File: src/rtl/ex_mem_reg.sv
// EX/MEM pipeline register: captures ALU result and memory/write-back control,
// resolves beqz/bnez/jumps, pulses a one-cycle fetch redirect and squashes the shadow slot.
module ex_mem_reg #(
  parameter int width = 32
) (
  input  logic             clk,
  input  logic             reset,
  input  logic             ex_valid,
  input  logic [0:width-1] alu_out,
  input  logic             zero_signal,
  input  logic [0:width-1] store_data,
  input  logic [4:0]       rd,
  input  logic             mem_read,
  input  logic             mem_write,
  input  logic             reg_write,
  input  logic             is_branch,
  input  logic             branch_ne,
  input  logic             is_jump,
  input  logic [0:width-1] pc_plus4,
  input  logic [0:width-1] br_offset,
  input  logic             stall,
  input  logic             flush,
  output logic             m_valid,
  output logic [0:width-1] m_addr,
  output logic [0:width-1] m_wdata,
  output logic [4:0]       m_rd,
  output logic             m_read,
  output logic             m_write,
  output logic             m_reg_write,
  output logic             branch_taken,
  output logic [0:width-1] branch_target
);

  typedef enum logic [0:0] {
    RUN    = 1'b0,
    SHADOW = 1'b1
  } state_t;

  state_t           state_r, state_next_s;
  logic             take_s;
  logic [0:width-1] target_s;

  logic             m_valid_r;
  logic [0:width-1] m_addr_r;
  logic [0:width-1] m_wdata_r;
  logic [4:0]       m_rd_r;
  logic             m_read_r;
  logic             m_write_r;
  logic             m_reg_write_r;
  logic             branch_taken_r;
  logic [0:width-1] branch_target_r;

  // Branch resolution and next-state selection
  always_comb begin
    take_s       = ex_valid & (is_jump | (is_branch & (zero_signal ^ branch_ne)));
    target_s     = pc_plus4 + br_offset;
    state_next_s = state_r;
    case (state_r)
      RUN: begin
        if (flush) begin
          state_next_s = RUN;
        end else if (stall) begin
          state_next_s = RUN;
        end else if (take_s) begin
          state_next_s = SHADOW;
        end else begin
          state_next_s = RUN;
        end
      end
      SHADOW: begin
        // The shadow slot is only consumed by a non-stalled edge.
        if (flush) begin
          state_next_s = RUN;
        end else if (stall) begin
          state_next_s = SHADOW;
        end else begin
          state_next_s = RUN;
        end
      end
      default: state_next_s = RUN;
    endcase
  end

  // State register
  always_ff @(posedge clk) begin
    if (reset) begin
      state_r <= RUN;
    end else begin
      state_r <= state_next_s;
    end
  end

  // Pipeline register, redirect pulse and latched target
  always_ff @(posedge clk) begin
    if (reset) begin
      m_valid_r       <= 1'b0;
      m_addr_r        <= {width{1'b0}};
      m_wdata_r       <= {width{1'b0}};
      m_rd_r          <= 5'd0;
      m_read_r        <= 1'b0;
      m_write_r       <= 1'b0;
      m_reg_write_r   <= 1'b0;
      branch_taken_r  <= 1'b0;
      branch_target_r <= {width{1'b0}};
    end else if (flush || (!stall && state_r == SHADOW)) begin
      m_valid_r       <= 1'b0;
      m_addr_r        <= {width{1'b0}};
      m_wdata_r       <= {width{1'b0}};
      m_rd_r          <= 5'd0;
      m_read_r        <= 1'b0;
      m_write_r       <= 1'b0;
      m_reg_write_r   <= 1'b0;
      branch_taken_r  <= 1'b0;
    end else if (stall) begin
      // Contents hold; the redirect pulse never repeats across a stall.
      branch_taken_r  <= 1'b0;
    end else begin
      m_valid_r       <= ex_valid;
      m_addr_r        <= alu_out;
      m_wdata_r       <= store_data;
      m_rd_r          <= rd;
      m_read_r        <= ex_valid & mem_read;
      m_write_r       <= ex_valid & mem_write;
      m_reg_write_r   <= ex_valid & reg_write;
      branch_taken_r  <= take_s;
      if (take_s) begin
        branch_target_r <= target_s;
      end
    end
  end

  assign m_valid       = m_valid_r;
  assign m_addr        = m_addr_r;
  assign m_wdata       = m_wdata_r;
  assign m_rd          = m_rd_r;
  assign m_read        = m_read_r;
  assign m_write       = m_write_r;
  assign m_reg_write   = m_reg_write_r;
  assign branch_taken  = branch_taken_r;
  assign branch_target = branch_target_r;

endmodule

File: config.mk
export PLATFORM = sky130hd
export DESIGN_NAME = ex_mem_reg
export DESIGN_NICKNAME = d
export VERILOG_FILES = /design/src/rtl/ex_mem_reg.sv
export SDC_FILE = /design/constraint.sdc
export NUM_CORES = 1
export LEC_CHECK = 0
export BUFFER_PORTS_ARGS = -buffer_cell sky130_fd_sc_hd__buf_2
export CAP_MARGIN = 40
export CORE_MARGIN = 3
export CORE_UTILIZATION = 39
export DETAILED_ROUTE_END_ITERATION = 12
export GPL_TIMING_DRIVEN = 0
export PLACE_DENSITY = 0.78
export SYNTH_ARGS = -nofsm -noshare
export SYNTH_HDL_FRONTEND = slang
export SYNTH_SLANG_ARGS = --single-unit
export TNS_END_PERCENT = 50
File: constraint.sdc
create_clock -name clk -period 5.1 [get_ports clk]
set_clock_uncertainty 0.1 [all_clocks]
set_input_delay 0.51 -clock clk [delete_from_list [all_inputs] [get_ports clk]]
set_output_delay 0.51 -clock clk [all_outputs]
set_load 0.05 [all_outputs]
### Word-level counts from Yosys, hierarchy flattened

Index checks and enable logic that the tools add are counted.

* reductions and logical operators: 6
* multiplexer cells: 6
* $add $sub $neg: 1
* bitwise gates (word level): 10

Operators with widths (count)
* adder 32 bit: 1
* AND 1 bit: 5
* two-way mux 1 bit: 5
* NOT 1 bit: 3
* AND reduction 3 bit: 1
* OR reduction 3 bit: 1
* case mux 1 bit (2 select lines): 1
* OR reduction 2 bit: 1
* logical AND 1 bit: 1
* zero test 1 bit: 1
* logical OR 1 bit: 1
* bitwise OR 1 bit: 1
* bitwise XOR 1 bit: 1

* input port bits: 145
* output and inout bits: 106
* flip-flop bits (word level): 107
* word-level logic and storage cells: 33

### Logic depth before layout (Yosys ltp)

Gate-level depths: netlist of the first run.

* depth after elaboration: 8
* depth in mapped cells: 9
* depth with buffers taken out: 9

### Worst setup path after synthesis of the first run

Ideal clock, no wire load.

* path kind: input port to flip-flop
* start point: input port pc_plus4[31] in the netlist's numbering
* end point: register branch_target_r, in the netlist branch_target[15]
* arrival time: 2.295 ns
* setup time: 0.127 ns
* path slack: 2.578 ns
* stages: 9
* required time: 4.873 ns
* path buffers: 0
* cell sequence: ha_1 fa_1 a21oi_1 o211ai_2 a31oi_1 nor2_1 a41oi_1 xor2_1 o21ai_0

* word-level cells in the longest chain between the ends: 1

Ends and longest elaborated chain
* start: declaration: RTL line 19 `input logic [0:width-1] pc_plus4,`
* adder 32 bit: RTL line 56 `target_s = pc_plus4 + br_offset;`
* end signal: assignment: RTL line 104 `branch_target_r <= {width{1'b0}};`
* end signal: assignment: RTL line 127 `branch_target_r <= target_s;`
* end: declaration: RTL line 51 `logic [0:width-1] branch_target_r;`

No other way between the ends.
A chain may end at the register's enable or synchronous reset.

### Worst setup path in the final report of the first run

* start point: input port pc_plus4[31] in the netlist's numbering
* end point: register branch_target_r, in the netlist branch_target[1]

Same word-level chain as after synthesis.

==> results of run 1 <==
worst max-delay path: cells and delay by family:
family	cells	cell delay, ns
adder cells (fa/ha/maj)	2	0.64
XOR/XNOR	1	0.14
AO/OA/AOI/OAI	6	1.38
buffers and inverters	1	0.10
synthesized netlist by cell type, types with 6 or more instances:
library cell,number,area share (%)
clkbuf_1,22,1.5
and2_1,6,0.68
o211ai_1,6,0.82
inv_1,7,0.48
nand2_1,60,4.1
a22oi_1,7,0.95
mux2i_1,69,13
a31oi_1,11,1.3
ha_1,31,7.0
o21ai_0,36,3.3
buf_1,8,0.55
nand3_1,9,0.82
a21oi_1,49,4.5
nand4_1,6,0.68
a21o_1,9,1.2
nor2_1,105,7.2
xor2_1,17,2.7
xnor2_1,10,1.6
dfxtp_1,107,39
a211oi_1,9,1.2
where the power goes:
group / leakage [nW] / switching (W) / internal (W)
clock network: 0.151 / 0.000329 / 0.000361
registers: 0.871 / 0.0000159 / 0.000866
logic: 2.59 / 0.000344 / 0.000196
total: 3.61 / 0.000690 / 0.00142
cell type report:
class	instances	area, sq um
tap	176	220
timing repair buffer	250	1250
sequential	107	2140
multi-input combinational	490	3220
clock buffer	10	239
clock inverter	6	62.6
buffer	30	113
inverter	7	26.3
fill	1282	6230
placed cells by master, fill, tap and decap left out, types with 5 or more instances in the layout:
cell type / instances
a211oi_1: 9
a21o_1: 9
a21oi_1: 49
a22oi_1: 7
a31oi_1: 11
and2_1: 6
buf_1: 8
buf_2: 249
clkbuf_1: 22
clkbuf_16: 9
dfxtp_1: 107
ha_1: 31
inv_1: 7
mux2i_1: 69
nand2_1: 60
nand3_1: 9
nand4_1: 6
nor2_1: 105
nor2b_1: 5
o211ai_1: 6
o21a_1: 5
o21ai_0: 36
xnor2_1: 10
xor2_1: 17
metal layers:
layer	global-route usage [%]	vias up	part of all wire (%)
met5	0	-	0
li1	-	2775	-
met4	6.64	0	1.6
met2	36.0	211	50
met1	23.9	2461	41
met3	3.99	20	7.0
sequential cells by signal, indices dropped and copies added (netlist names):
name           cells
branch_target     32
m_wdata           32
m_rd               5
branch_taken       1
m_addr            32
m_read             1
m_valid            1
m_reg_write        1
state_r            1
m_write            1
path summary, 6_finish.rpt:
path | depth (start not counted) | slack [ns] | start | end
max | 10 | 2.44 | pc_plus4[31] | branch_target[1]
min | 3 | 0.29 | alu_out[19] | m_addr[19]
max reg2reg | 5 | 3.17 | state_r | branch_target[2]
min reg2reg | 2 | 0.34 | branch_target[0] | branch_target[0]
per-stage QoR:
step	util [%]	cell area, sq um	total power (W)
after floorplan	-	5500	0.00128
after global placement	51.6	6970	0.00143
after detailed placement	51.7	6980	0.00144
after CTS	53.9	7280	0.00213
after global routing	53.9	7280	0.00223
final	53.9	7280	0.00211
kinds of logic after synthesis:
family / count (synthesis) / share of synthesized area [%]
AND/OR/NAND/NOR: 207 / 16.3
AO/OA/AOI/OAI: 155 / 18.0
flip-flops: 107 / 38.9
multiplexers: 69 / 12.6
buffers and inverters: 37 / 2.52
adder cells (fa/ha/maj): 32 / 7.41
XOR/XNOR: 27 / 4.30
==> summary.txt, run 1 <==
GRT
  – First-pass GRT wire length: 26000 um
  – Initial antenna violation count: 0
  – Grt total ovfl: 0
  – GRT Total Usage: 20.1%
  – Largest net degree at the start of global routing: 21
  – Number of global-route vias before repair: 5340

Floorplan
  – Ports: 251
  – Starting Density: 40.7%
  – Row cnt: 42
  – Die area: 15600 sq um
  – CORE AREA: 13500 sq um
  – Die Wd: 125 um
  – Die Ht: 125 um

STA
  – WHS: 0.290 ns
  – RSZ-0062 raised after global routing: false
  – Final Setup Violations: 0
  – Part of the cycle the worst path needs: 52.1%
  – Min Tclk post-route: 2.66 ns
  – Worst-margin pin slew: 0.722 ns
  – Fin. max-slew vios: 0
  – Slew Limit Headroom: 51.9%
  – Final setup TNS: 0 ns
  – Final Hold Fails: 0
  – Fmax: 376 MHz
  – PnR worst setup slack: 2.44 ns

Synth
  – Fraction of registers with async set/reset: 0%
  – Yosys reg bits: 107
  – Syn avg cell area: 8.68 sq um
  – Sequential area share after synthesis: 38.9%
  – Cell area after synthesis: 5500 sq um
  – Post-synth cell types: 48
  – Warnings, synthesis: 0
  – Number of synthesized flops with an enable pin: 0
  – Net Count, Synth: 811
  – Prevailing post-synth register cell: dfxtp_1
  – Mapped Cells: 634

Clock network
  – Total clock sinks: 107
  – Post-cts resize count: 0
  – Max clock buf depth: 2
  – CTS tree: done
  – Num CTS Buffers: 9
  – Hold_buf cts: 0
  – Clk_lat worst skew: 0.34 ns
  – H-Tree Depth: 3
  – Root Driver: clkbuf_16
  – Clock transition at the registers of the reported paths: 0.08 ns
  – Post-CTS Setup Bufs: 0

Detailed routing
  – Antenna Nets Post-Route: 0
  – 1st-iter DRT viols: 222
  – # DRC: 0
  – Vias per inst: 5.08
  – DR pass1 iterations: 5
  – Final wirelength: 15900 um
  – Vias: 5467
  – Wire per inst: 14.8 um

Cells and area
  – Final nets: 1072
  – Area growth syn-to-layout: 32.3%
  – Layout cells sized above 1: 30.3%
  – Ant diodes: 0
  – Layout Cells excl Fill: 1076

Worst hold path
  – Hold/Removal Path Class: input pin to flip-flop

Worst setup path
  – CP dominant cell by count: a21oi_1
  – WP data arrival: 2.77 ns
  – Largest fanout on the critical path: 5
  – Worst-path cell chain: buf_2 -> ha_1 -> fa_1 -> a21oi_1 -> o211ai_2 -> a22oi_1 -> a211oi_1 -> a21oi_1 -> xnor2_1 -> o21ai_0
  – Kind of critical path: input pin to flip-flop
  – CP max stage delay: 0.41 ns
  – Crit path required time: 5.21 ns
  – Critical-path top delay cell: fa_1
  – Startpoint Class: input pin
  – Kind of end point of the critical path: flip-flop

Place
  – Placed cells: 1060
  – HPWL Detailed: 13000 um
  – DP Worst Slack: 2.15 ns
  – Port buffer count: 249
  – GPL Wtd Cong: 0.857

Job
  – MaxCap Viol Count: 0

Pwr
  – Max VDD drop: 147 uV
  – PwrDens: 290 nW/um^2
  – P_leak: 3.61 nW

Outcome
  – Status: complete, no violations
(Power assumes the default switching activity.)
==> inputs of run 2 (changes only) <==
--- a/config.mk
+++ b/config.mk
@@ -5,13 +5,14 @@
 export SDC_FILE = /design/constraint.sdc
 export NUM_CORES = 1
 export LEC_CHECK = 0
+export ABC_AREA = 1
 export BUFFER_PORTS_ARGS = -buffer_cell sky130_fd_sc_hd__buf_2
 export CAP_MARGIN = 40
 export CORE_MARGIN = 3
 export CORE_UTILIZATION = 39
 export DETAILED_ROUTE_END_ITERATION = 12
 export GPL_TIMING_DRIVEN = 0
-export PLACE_DENSITY = 0.78
+export PLACE_DENSITY = 0.8
 export SYNTH_ARGS = -nofsm -noshare
 export SYNTH_HDL_FRONTEND = slang
 export SYNTH_SLANG_ARGS = --single-unit
==> constraint.sdc (replaced) <==
create_clock -name clk -period 2.4 [get_ports clk]
set_clock_uncertainty 0.1 [all_clocks]
set_input_delay 0.24 -clock clk [delete_from_list [all_inputs] [get_ports clk]]
set_output_delay 0.24 -clock clk [all_outputs]
set_load 0.05 [all_outputs]
==> run 2 against run 1 <==
Utilization is 1.8 points lower. Critical path type unchanged. Cell area is 9.3% higher. Synthesized area is 11% higher. Sequential cell count stayed put. Sequential power is 110% higher. Sequential share of layout area is 2.5 points lower. First-iteration DRC count is 64% higher. Wire length is 18% higher. Global-route usage is 0.97 points higher. Worst hold slack worse by 0.27 ns.
==> summary.txt, run 2 <==
Outcome
  – Status: complete, no violations

Detailed routing
  – Wire per inst: 13.0 um (-12%)
  – Final wirelength: 18800 um (+18%)
  – # DRC: 0 (unchanged)
  – Vias per inst: 4.68 (-7.9%)
  – Vias: 6742 (+23%)
  – 1st-iter DRT viols: 365 (+64%)
  – Antenna Nets Post-Route: 0 (unchanged)
  – DR pass1 iterations: 5 (unchanged)

Worst setup path
  – Kind of critical path: input pin to flip-flop
  – Worst R2R End: m_addr[14]
  – Crit path launch: pc_plus4[31]
  – Setup crit end: branch_target[11]
  – Startpoint Class: input pin
  – Crit path required time: 2.55 ns (-2.66 ns)
  – Kind of end point of the critical path: flip-flop
  – Reg2Reg Depth: 5 (unchanged)
  – Worst reg2reg path startpoint: state_r
  – WP data arrival: 2.13 ns (-0.64 ns)
  – R2R Setup Slk: 0.62 ns (-2.55 ns)
  – Largest fanout on the critical path: 4 (-1)

Pwr
  – Flop pwr share: 40.9% (-0.8 points)
  – Clock network fraction of total power: 33.3% (+0.6 points)
  – Int Pwr: 0.00298 W (+110%)
  – P_leak: 4.46 nW (+24%)
  – Sw power: 0.00159 W (+130%)
  – PwrDens: 574 nW/um^2 (+98%)
  – Max VDD drop: 455 uV (+210%)
  – Power, Total: 0.00457 W (+120%)
  – Gate power share: 25.8% (+0.2 points)
  – Switching Share: 34.8% (+2.2 points)

Synth
  – Commonest cells in the netlist: nand2_1 (380), inv_1 (136), dfxtp_1 (107)
  – Prevailing post-synth register cell: dfxtp_1
  – Number of synthesized flops with an enable pin: 0 (unchanged)
  – Largest cells by area after synthesis: dfxtp_1 (35%), nand2_1 (23%), a21oi_1 (8.6%), inv_1 (8.3%), ha_1 (6.3%)
  – Fraction of registers with async set/reset: 0% (unchanged)
  – Syn avg cell area: 6.35 sq um (-27%)
  – Cell area after synthesis: 6110 sq um (+11%)
  – Post-synth cell types: 29 (-40%)
  – Net Count, Synth: 1140 (+41%)
  – Yosys top cell area share: 35.0% (-3.9 points)
  – Warnings, synthesis: 0 (unchanged)
  – Count leader, synth: nand2_1
  – Yosys reg bits: 107 (unchanged)
  – Most area-hungry cell type in the Yosys netlist: dfxtp_1
  – Sequential area share after synthesis: 35.0% (-3.9 points)
  – Mapped Cells: 963 (+52%)

STA
  – Final Hold Fails: 0 (unchanged)
  – Fin. max-slew vios: 0 (unchanged)
  – Final setup TNS: 0 ns (unchanged)
  – Part of the cycle the worst path needs: 82.5%
  – Fmax: 505 MHz
  – Final Setup Violations: 0 (unchanged)
  – RSZ-0062 raised after global routing: false
  – Min Tclk post-route: 1.98 ns
  – Worst-margin pin slew: 0.630 ns (-0.0923 ns)
  – Slew Limit Headroom: 58.0% (+6.2 points)

Clock network
  – Num CTS Buffers: 9 (unchanged)
  – Clk_lat worst skew: 0.35 ns (about the same)
  – CTS tree: done
  – Post-cts resize count: 0 (unchanged)
  – Total clock sinks: 107 (unchanged)
  – Root Driver: clkbuf_16
  – H-Tree Depth: 3 (unchanged)
  – Max clock buf depth: 2 (unchanged)
  – Clock transition at the registers of the reported paths: 0.09 ns (about the same)

GRT
  – Largest net degree at the start of global routing: 23 (+9.5%)
  – GRT Total Usage: 21.0% (+0.97 points)
  – Initial antenna violation count: 0 (unchanged)
  – Grt total ovfl: 0 (unchanged)
  – Number of global-route vias before repair: 6110 (+14%)
  – First-pass GRT wire length: 29800 um (+15%)

Cells and area
  – Most frequent cells in the layout: nand2_1 (380), buf_2 (252), inv_1 (136)
  – Area growth syn-to-layout: 30.1%
  – Filler cell count: 1580 (+23%)
  – Most common cell after layout, fill and taps aside: nand2_1
  – Final nets: 1402 (+31%)
  – Ant diodes: 0 (unchanged)
  – Layout cells sized above 1: 22.6% (-7.7 points)

Floorplan
  – Starting Density: 40.1% (-0.67 points)
  – Die Wd: 131 um (+5.2%)
  – Ports: 251 (unchanged)
  – Row cnt: 45 (+7.1%)
  – Die area: 17200 sq um (+11%)
  – CORE AREA: 15300 sq um (+13%)
  – Die Ht: 131 um (+5.2%)

Worst hold path
  – Hold/Removal Path Class: input pin to flip-flop

Place
  – HPWL Detailed: 15500 um (+19%)
  – Port buffer count: 250 (+0.40%)
  – GPL Wtd Cong: 0.890 (+3.9%)

Job
  – MaxCap Viol Count: 0 (unchanged)
run 2: cell count changes after synthesis, sizes merged, moves of 9 or more:
| cell | previous run | this run |
|---|---|---|
| o21a | 5 | 20 |
| a21oi | 49 | 105 |
| nand2 | 60 | 381 |
| mux2i | 69 | 0 |
| a211oi | 10 | 0 |
| a31oi | 11 | 0 |
| nor2 | 105 | 54 |
| o21ai | 37 | 17 |
| xor2 | 17 | 8 |
| nand3 | 9 | 47 |
| inv | 7 | 137 |
run 2: layer usage:
metal / track usage, % / up-vias / share of wire (%)
met4: 9.51 / 0 / 3.3
met3: 3.18 / 38 / 6.5
met5: 0 / - / 0
met1: 25.5 / 2906 / 42
met2: 36.9 / 258 / 48
li1: - / 3540 / -
run 2: timing repair:
action                                 in CTS  in global routing
hold buffers                                1                  0
buffers inserted                            0                  0
endpoints found under the hold margin       1                  0
run 2: cells by family (layout without fill, tap and decap cells):
logic type | count (synthesis) | in the layout | share of synthesized area, %
simple gates | 490 | 490 | 31.6
flops | 107 | 107 | 35.0
fa+ha+maj | 32 | 32 | 6.67
compound gates | 150 | 150 | 13.5
buf+inv | 169 | 436 | 11.0
xor+xnor | 15 | 15 | 2.15
run 2: critical path, cell delays in order:
cell and delay [ns]:
buf_2 0.10, ha_1 0.25, fa_1 0.49, nand3_1 0.13, nand3_1 0.18, nand3_1 0.12
nand3_1 0.14, nand3_1 0.13, nand2_1 0.06, nand2_1 0.05, nand3_1 0.11, nand2_1 0.08
inv_1 0.04
run 2: worst min-delay path by stage:
| stage | endpoint | startpoint | depth (start not counted) |
|---|---|---|---|
| finish | m_addr[1] | alu_out[1] | 3 |
| global route | m_addr[1] | alu_out[1] | 3 |
| CTS | m_addr[1] | alu_out[1] | 3 |
| detailed placement | branch_target[29] | reset | 2 |
| global placement | branch_target[29] | reset | 2 |
| floorplan | branch_target[29] | reset | 1 |
run 2: layout make-up:
| class | count | area [sq um] | area share, % |
|---|---|---|---|
| buffer | 31 | 156 | 1.97 |
| multi-input combinational | 687 | 3300 | 41.5 |
| clock buffer | 9 | 225 | 2.83 |
| clock inverter | 7 | 88.8 | 1.12 |
| timing repair buffer | 251 | 1260 | 15.9 |
| tap | 211 | 264 | 3.32 |
| inverter | 138 | 518 | 6.51 |
| sequential | 107 | 2140 | 26.9 |
run 2: stage by stage:
| stage | hold WS [ns] | setup slack, ns | instances | area, sq um | util [%] |
|---|---|---|---|---|---|
| finish | 0.0176 | 0.421 | 1441 | 7950 | 52.1 |
| global route | 0.00861 | 0.292 | 1441 | 7950 | 52.1 |
| CTS | 0.00697 | 0.465 | 1441 | 7950 | 52.1 |
| detailed placement | 0.331 | 0.106 | 1424 | 7630 | 50.0 |
| global placement | 0.328 | 0.136 | 1424 | 7630 | 50.0 |
| floorplan | 0.209 | 0.588 | 963 | 6110 | - |
run 2: power by group through the flow:
| stage | combinational [W] | sequential, W | clock, W |
|---|---|---|---|
| 2_1_floorplan | 0.000591 | 0.00213 | 0 |
| 3_3_place_gp | 0.00116 | 0.00191 | 0 |
| 3_5_place_dp | 0.00117 | 0.00191 | 0 |
| 4_1_cts | 0.00117 | 0.00187 | 0.00156 |
| 5_1_grt | 0.00131 | 0.00188 | 0.00164 |
| 6_report | 0.00118 | 0.00187 | 0.00152 |
==> inputs of run 3 (changes only) <==
--- a/config.mk
+++ b/config.mk
@@ -12,7 +12,7 @@
 export CORE_UTILIZATION = 39
 export DETAILED_ROUTE_END_ITERATION = 12
 export GPL_TIMING_DRIVEN = 0
-export PLACE_DENSITY = 0.8
+export PLACE_DENSITY = 0.77
 export SYNTH_ARGS = -nofsm -noshare
 export SYNTH_HDL_FRONTEND = slang
 export SYNTH_SLANG_ARGS = --single-unit
==> constraint.sdc (replaced) <==
create_clock -name clk -period 2 [get_ports clk]
set_clock_uncertainty 0.1 [all_clocks]
set_input_delay 0.2 -clock clk [delete_from_list [all_inputs] [get_ports clk]]
set_output_delay 0.2 -clock clk [all_outputs]
set_load 0.05 [all_outputs]
==> run 3 against run 2 <==
Via count is 7.0% higher. Critical path depth stayed put. Sequential power is 20% higher. Critical path type unchanged. Largest cell class unchanged.
==> summary.txt, run 3 (synthesis results as in run 2) <==
Outcome
  – Status: complete, no violations

Clock network
  – Root Driver: clkbuf_16
  – Hold_buf cts: 61 (+60)
  – H-Tree Depth: 3 (unchanged)
  – Num CTS Buffers: 9 (unchanged)
  – Max clock buf depth: 2 (unchanged)
  – Clock transition at the registers of the reported paths: 0.08 ns (about the same)
  – Post-CTS Setup Bufs: 0 (unchanged)
  – Clk_lat worst skew: 0.35 ns (about the same)
  – Total clock sinks: 107 (unchanged)
  – CTS tree: done
  – Post-cts resize count: 0 (unchanged)

Place
  – DP Worst Slack: -0.222 ns (-0.328 ns)
  – GPL Wtd Cong: 0.908 (+2.1%)
  – HPWL Detailed: 15500 um (+0.38%)
  – Placed Area: 7630 sq um (unchanged)
  – Port buffer count: 250 (unchanged)

Cells and area
  – Filler cell count: 1415 (-10%)
  – Layout cells sized above 1: 21.6% (-1.1 points)
  – Ant diodes: 0 (unchanged)
  – Final nets: 1462 (+4.3%)
  – Most frequent cells in the layout: nand2_1 (380), buf_2 (252), inv_1 (136)
  – Area growth syn-to-layout: 40.0%
  – Final Cell Area: 8560 sq um (+7.6%)
  – Most common cell after layout, fill and taps aside: nand2_1
  – Layout Utilization: 56.1% (+4.0 points)

Worst setup path
  – Crit path required time: 2.15 ns (-0.40 ns)
  – Startpoint Class: input pin
  – Kind of end point of the critical path: flip-flop
  – Largest fanout on the critical path: 4 (unchanged)
  – Kind of critical path: input pin to flip-flop
  – WP data arrival: 2.06 ns (-0.07 ns)
  – Reg2Reg Depth: 5 (unchanged)

Detailed routing
  – Vias: 7216 (+7.0%)
  – 1st-iter DRT viols: 373 (+2.2%)
  – Vias per inst: 4.81 (+2.8%)
  – # DRC: 0 (unchanged)
  – DR pass1 iterations: 5 (unchanged)
  – Antenna Nets Post-Route: 0 (unchanged)
  – Final wirelength: 20500 um (+8.9%)
  – Wire per inst: 13.6 um (+4.5%)

STA
  – RSZ-0062 raised after global routing: false
  – Slew Limit Headroom: 57.7% (-0.37 points)
  – Fin. max-slew vios: 0 (unchanged)
  – Final Setup Violations: 0 (unchanged)
  – Fmax: 525 MHz
  – Final Hold Fails: 0 (unchanged)
  – Part of the cycle the worst path needs: 95.2%
  – Min Tclk post-route: 1.90 ns
  – PnR worst setup slack: 0.0953 ns (-0.326 ns)
  – Worst-margin pin slew: 0.635 ns (+0.00553 ns)

Pwr
  – P_leak: 4.71 nW (+5.7%)
  – Power, Total: 0.00565 W (+24%)
  – Max VDD drop: 408 uV (-10%)
  – PwrDens: 661 nW/um^2 (+15%)

Floorplan
  – Ports: 251 (unchanged)
  – Row cnt: 45 (unchanged)
  – Die area: 17200 sq um (unchanged)
  – Die Wd: 131 um (unchanged)
  – Starting Density: 40.1% (unchanged)
  – CORE AREA: 15300 sq um (unchanged)
  – Die Ht: 131 um (unchanged)

Job
  – MaxCap Viol Count: 0 (unchanged)

Worst hold path
  – Hold/Removal Path Class: input pin to flip-flop
  – Hold path cells: 3 (unchanged)

GRT
  – Grt total ovfl: 0 (unchanged)
  – Largest net degree at the start of global routing: 21 (-8.7%)
  – Number of global-route vias before repair: 6791 (+11%)
  – GRT Total Usage: 23.1% (+2.1 points)
  – First-pass GRT wire length: 32900 um (+10%)
  – Initial antenna violation count: 0 (unchanged)
## run 3: through the flow
step / std cells / TNS [ns] / hold WS (ns)
floorplan: 963 / 0 / 0.169
global placement: 1424 / -0.887 / 0.287
detailed placement: 1424 / -0.981 / 0.289
CTS: 1501 / 0 / 0.00150
global route: 1501 / 0 / 0.0115
finish: 1501 / 0 / 0.0161
## run 3: metal layers
layer | global-route usage (%) | wire (um) | share of wire, % | up-vias
li1 | - | - | - | 3648
met1 | 26.6 | 8180 | 40 | 3178
met2 | 40.2 | 9770 | 48 | 326
met3 | 5.21 | 1500 | 7.3 | 64
met4 | 12.0 | 1010 | 4.9 | 0
met5 | 0 | 0 | 0 | -
## run 3: worst paths after layout
kind | end | slack, ns | startpoint
worst max-delay path | branch_target[7] | 0.1 | pc_plus4[31]
worst min-delay path | m_wdata[16] | 0.02 | store_data[16]
worst max register to register | m_addr[11] | 0.24 | state_r
worst min register to register | m_addr[28] | 0.36 | m_addr[28]
## run 3: worst max-delay path, cell delays in order
cell	delay, ns
buf_2	0.10
ha_1	0.25
fa_1	0.48
nand3_1	0.12
nand3_1	0.18
nand2_1	0.14
nand2_1	0.10
nand2_1	0.12
nand3_1	0.09
nand2_1	0.06
nand3_1	0.10
nand2_1	0.08
inv_1	0.03
## run 3: final cells by class
cell class	instances	area, sq um	share of cell area [%]
buffer	31	156	1.83
clock inverter	7	92.6	1.08
multi-input combinational	687	3300	38.5
timing repair buffer	311	1860	21.8
clock buffer	9	225	2.63
sequential	107	2140	25.0
inverter	138	518	6.05
tap	211	264	3.08
## run 3: power by group
| group | internal, W | switching, W |
|---|---|---|
| clock network | 0.00101 | 0.000880 |
| logic | 0.000541 | 0.000982 |
| registers | 0.00220 | 0.0000395 |
| total | 0.00375 | 0.00190 |
